--- src/rtl/led_fade.sv ---
// led_fade: turns the blink gate into linear PWM brightness ramps (fade in/out).
// Optional square-law duty mapping is enabled with `define LED_FADE_GAMMA_EN.
module led_fade #(
    parameter int pwm_bits_g = 4,
    parameter int step_div_g = 2
) (
    input  logic                  clk,
    input  logic                  rst_n,
    input  logic                  i,
    output logic                  o,
    output logic [pwm_bits_g-1:0] level,
    output logic                  busy
);

    localparam int N  = pwm_bits_g;
    localparam int PW = (step_div_g > 1) ? $clog2(step_div_g) : 1;
    localparam logic [N-1:0]  LVL_MAX  = {N{1'b1}};
    localparam logic [N-1:0]  LVL_ZERO = {N{1'b0}};
    localparam logic [N-1:0]  LVL_ONE  = N'(1);
    localparam logic [PW-1:0] PS_ZERO  = {PW{1'b0}};
    localparam logic [PW-1:0] PS_ONE   = PW'(1);
    localparam logic [PW-1:0] PS_LAST  = PW'(step_div_g - 1);

    typedef enum logic [1:0] {
        ST_OFF  = 2'd0,
        ST_UP   = 2'd1,
        ST_ON   = 2'd2,
        ST_DOWN = 2'd3
    } state_t;

    state_t        state_q, state_d;
    logic          i_q;
    logic [N-1:0]  level_q, level_d;
    logic [PW-1:0] presc_q, presc_d;
    logic [N-1:0]  pwm_cnt_q;
    logic          o_q, o_d;
    logic          busy_q, busy_d;
    logic [N-1:0]  level_eff_s;
    logic          tick_s;

`ifdef LED_FADE_GAMMA_EN
    logic [2*N-1:0] gamma_s;

    // Square-law duty: top half of level^2 keeps the curve within 0..MAX.
    always_comb begin
        gamma_s     = {{N{1'b0}}, level_q} * {{N{1'b0}}, level_q};
        level_eff_s = gamma_s[2*N-1:N];
    end
`else
    // Linear duty mapping.
    always_comb begin
        level_eff_s = level_q;
    end
`endif

    // Step tick when the prescaler reaches its last count.
    always_comb begin
        tick_s = (presc_q == PS_LAST);
    end

    // Next-state, brightness stepping and PWM compare.
    always_comb begin
        state_d = state_q;
        level_d = level_q;
        presc_d = tick_s ? PS_ZERO : (presc_q + PS_ONE);
        case (state_q)
            ST_OFF: begin
                if (i_q) begin
                    state_d = ST_UP;
                    presc_d = PS_ZERO;
                end else begin
                    state_d = ST_OFF;
                end
            end
            ST_UP: begin
                // A reversal takes priority over a step so the level never jumps.
                if (!i_q) begin
                    state_d = ST_DOWN;
                    presc_d = PS_ZERO;
                end else if (tick_s) begin
                    if (level_q >= (LVL_MAX - LVL_ONE)) begin
                        level_d = LVL_MAX;
                        state_d = ST_ON;
                    end else begin
                        level_d = level_q + LVL_ONE;
                    end
                end else begin
                    level_d = level_q;
                end
            end
            ST_ON: begin
                if (!i_q) begin
                    state_d = ST_DOWN;
                    presc_d = PS_ZERO;
                end else begin
                    state_d = ST_ON;
                end
            end
            ST_DOWN: begin
                if (i_q) begin
                    state_d = ST_UP;
                    presc_d = PS_ZERO;
                end else if (tick_s) begin
                    if (level_q <= LVL_ONE) begin
                        level_d = LVL_ZERO;
                        state_d = ST_OFF;
                    end else begin
                        level_d = level_q - LVL_ONE;
                    end
                end else begin
                    level_d = level_q;
                end
            end
            default: begin
                state_d = ST_OFF;
                level_d = LVL_ZERO;
                presc_d = PS_ZERO;
            end
        endcase
        busy_d = (state_d == ST_UP) || (state_d == ST_DOWN);
        o_d    = (level_q == LVL_MAX) ? 1'b1 : (pwm_cnt_q < level_eff_s);
    end

    // State, level, prescaler, PWM counter and output registers.
    always_ff @(posedge clk or negedge rst_n) begin
        if (!rst_n) begin
            state_q   <= ST_OFF;
            i_q       <= 1'b0;
            level_q   <= LVL_ZERO;
            presc_q   <= PS_ZERO;
            pwm_cnt_q <= LVL_ZERO;
            o_q       <= 1'b0;
            busy_q    <= 1'b0;
        end else begin
            state_q   <= state_d;
            i_q       <= i;
            level_q   <= level_d;
            presc_q   <= presc_d;
            pwm_cnt_q <= pwm_cnt_q + LVL_ONE;
            o_q       <= o_d;
            busy_q    <= busy_d;
        end
    end

    assign o     = o_q;
    assign level = level_q;
    assign busy  = busy_q;

endmodule

--- config.mk ---
export PLATFORM = sky130hd
export DESIGN_NAME = led_fade
export DESIGN_NICKNAME = d
export VERILOG_FILES = /design/src/rtl/led_fade.sv
export SDC_FILE = /design/constraint.sdc
export NUM_CORES = 1
export LEC_CHECK = 0
export ABC_AREA = 1
export CORE_MARGIN = 5
export CORE_UTILIZATION = 50
export CTS_CLUSTER_SIZE = 8
export DETAILED_ROUTE_END_ITERATION = 10
export PLACE_DENSITY = 0.75
export SLEW_MARGIN = 20
export SYNTH_ARGS = -nofsm -noshare
export SYNTH_HDL_FRONTEND = slang
export SYNTH_SLANG_ARGS = --single-unit
--- constraint.sdc ---
create_clock -name clk -period 3.6 [get_ports clk]
set_input_delay 0.72 -clock clk [delete_from_list [all_inputs] [get_ports clk]]
set_output_delay 0.72 -clock clk [all_outputs]
set_load 0.02 [all_outputs]
==> flow_metrics.env <==
export IMPL_initial_core_util_pct=53.7
export IMPL_timing_rr_end="busy$_DFF_PN0_"
export IMPL_crit_fanout=9
export IMPL_drive_above_1_share_pct=12.0
export IMPL_whs_path_depth=1
export IMPL_vias=792
export IMPL_drt_antenna_violating_nets=0
export IMPL_relSlewSlack_pct=57.6
export IMPL_grt_max_degree=15
export IMPL_yosysUniqueCellTypes=17
export IMPL_worst_path_buf_inv=1
export IMPL_core_area_um2=1760
export IMPL_wl_per_cell_um=11.5
export IMPL_setup_tns_ns=0
export IMPL_grt_pass1_wl_um=3240
export IMPL_holdCritPathClass="flop to flop"
export IMPL_rows=15
export IMPL_finalSetupViolations=0
export IMPL_rsz0062_at_grt="false"
export IMPL_crit_chain="clkdlybuf4s50_1"
export IMPL_critPathKind="flop to output port"
export IMPL_fmax_mhz=443
export IMPL_ir_drop_mv=0.443
export IMPL_p_per_area_nw_per_um2=801
export IMPL_syn_avg_cell_area_um2=7.76
export IMPL_cp_required_ns=2.88
export IMPL_critPathMaxStageDelay_ns=0.68
export IMPL_cts_made_buffers=3
export IMPL_slowest_stage="clkdlybuf4s50_1"
export IMPL_fin_ws_ns=1.34
export IMPL_syn_num_nets=137
export IMPL_post_route_util_pct=61.4
export IMPL_htreeDepth=1
export IMPL_seq_area_frac_synth_pct=37.0
export IMPL_insertion_delay_ns=0.29
export IMPL_clkTransAtPathRegs_ns=0.09
export IMPL_maxCapViolations=0
export IMPL_drv_slew=0
export IMPL_clockRootBuffer="clkbuf_4"
export IMPL_end_kind="output port"
export IMPL_fin_crit_ns=2.26
export IMPL_die_w_um=53.5
export IMPL_cts_resized=0
export IMPL_dp_slack_ns=1.66
export IMPL_cts_sinks=14
export IMPL_period_share_pct=62.7
export IMPL_yosys_register_bits=14
export IMPL_critPathLaunchType="flop"
export IMPL_leakage_nw=0.578
export IMPL_track_usage_pct=15.8
export IMPL_cts_tree="done"
export IMPL_yosysWarnings=0
export IMPL_via_per_inst=5.01
export IMPL_firstDrtPassIters=4
export IMPL_io_pins=9
export IMPL_r2r_start="level[0]$_DFFE_PN0P_"
export IMPL_num_nets_final=149
export IMPL_tightest_slew_ns=0.634
export IMPL_hold_end="pwm_cnt_q[0]$_DFF_PN0_"
export IMPL_fp_dieH_um=53.5
export IMPL_dieArea_um2=2860
export IMPL_num_antenna_cells=0
export IMPL_grt_overflow_total=0
export IMPL_fin_skew_ns=0.00651
export IMPL_hold_viol_final=0
export IMPL_postCtsHoldBufs=0
export IMPL_min_from="pwm_cnt_q[0]$_DFF_PN0_"
export IMPL_cts_buffer_depth=2
export IMPL_crit_family="buffers and inverters"
export IMPL_place_gp_congestion=0.882
export IMPL_cts_post_setup_buffers_inserted=0
export IMPL_rrSetupSlack_ns=2.08
export IMPL_grt_pass1_vias=797
export IMPL_drc=0
export IMPL_status="complete, no violations"
export IMPL_hpwl_um=1380
export IMPL_drt_first_iter_violations=23
export IMPL_area_delta_synth_final_pct=14.4
export IMPL_synth_area_um2=947
export IMPL_antenna_found_initial=0
export IMPL_cp_data_arrival_time_ns=1.54
export IMPL_portBuffers=8
export IMPL_drt_wl_total_um=1810
export IMPL_syn_inst=122
export IMPL_reg2reg_depth=9
==> metal layers <==
| metal | routed length [um] | up-vias | track usage [%] |
|---|---|---|---|
| li1 | - | 400 | - |
| met1 | 817 | 364 | 18.7 |
| met2 | 862 | 22 | 27.1 |
| met3 | 80 | 6 | 2.54 |
| met4 | 50 | 0 | 8.09 |
| met5 | 0 | - | 0 |
==> sequential cells by signal, indices dropped and copies added, names as in the netlist <==
signal,flops
i_q,1
presc_q,1
o,1
pwm_cnt_q,4
state_q,2
level,4
busy,1
==> cell usage after synthesis, drive strengths merged <==
cell	number	area [um2]
nand3	9	60.1
xnor2	2	17.5
xor2	2	17.5
o21ai	5	25.0
ha	12	150
nor2	7	31.3
buf	1	11.3
dfrtp	14	350
a21oi	10	53.8
nand2	40	155
inv	20	75.1
==> final cells by class <==
type / count / area (um2)
Multi-Input combinational cell: 87 / 510
Timing Repair Buffer: 8 / 80.1
Clock buffer: 4 / 36.3
Fill cell: 162 / 681
Tap cell: 25 / 31.3
Sequential cell: 14 / 350
Inverter: 20 / 75.1
==> worst max path at each step <==
stage	startpoint	to	cells after the start	slack, ns
floorplan	level[0]$_DFFE_PN0P_	level[1]$_DFFE_PN0P_	9	2.15
global placement	level[2]$_DFFE_PN0P_	level[2]	1	1.69
detailed placement	level[2]$_DFFE_PN0P_	level[2]	1	1.66
CTS	level[2]$_DFFE_PN0P_	level[2]	1	1.34
global route	level[2]$_DFFE_PN0P_	level[2]	1	1.29
finish	level[2]$_DFFE_PN0P_	level[2]	1	1.34
==> cell families (layout without fill, tap and decap cells) <==
group           Yosys count  count (layout)  synth area share, %
flops                    14              14                 37.0
xor+xnor                  4               4                 3.70
buf+inv                  21              32                 9.11
compound gates           15              15                 8.32
fa+ha+maj                12              12                 15.9
simple gates             56              56                 26.0
==> placed cells by master (no fill, tap or decap) <==
master	instances
nand2_1	38
inv_1	16
dfrtp_1	14
ha_1	12
a21oi_1	9
clkdlybuf4s50_1	8
nand3_1	6
nor2_1	5
inv_2	4
nand3_2	3
o21ai_1	3
clkbuf_4	3
nor2_2	2
nand2_2	2
xor2_1	2
xnor2_1	2
o21ai_0	2
a21oi_2	1
clkbuf_8	1
==> power breakdown <==
part / internal, mW / switching (mW) / total [mW] / leakage [nW]
sequential: 0.205 / 0.0622 / 0.267 / 0.174
clock: 0.0616 / 0.0552 / 0.117 / 0.0210
combinational: 0.194 / 0.290 / 0.483 / 0.383
total: 0.460 / 0.407 / 0.867 / 0.578
==> through the flow <==
step | cell area, um2 | total power, mW | std cells | hold WS [ns]
2_1_floorplan | 947 | 0.615 | 122 | 0.424
3_3_place_gp | 1050 | 0.737 | 154 | 0.465
3_5_place_dp | 1050 | 0.749 | 154 | 0.467
4_1_cts | 1080 | 0.869 | 158 | 0.480
5_1_grt | 1080 | 0.953 | 158 | 0.512
6_report | 1080 | 0.867 | 158 | 0.482
No activity file was read; power rests on OpenSTA's default activity.
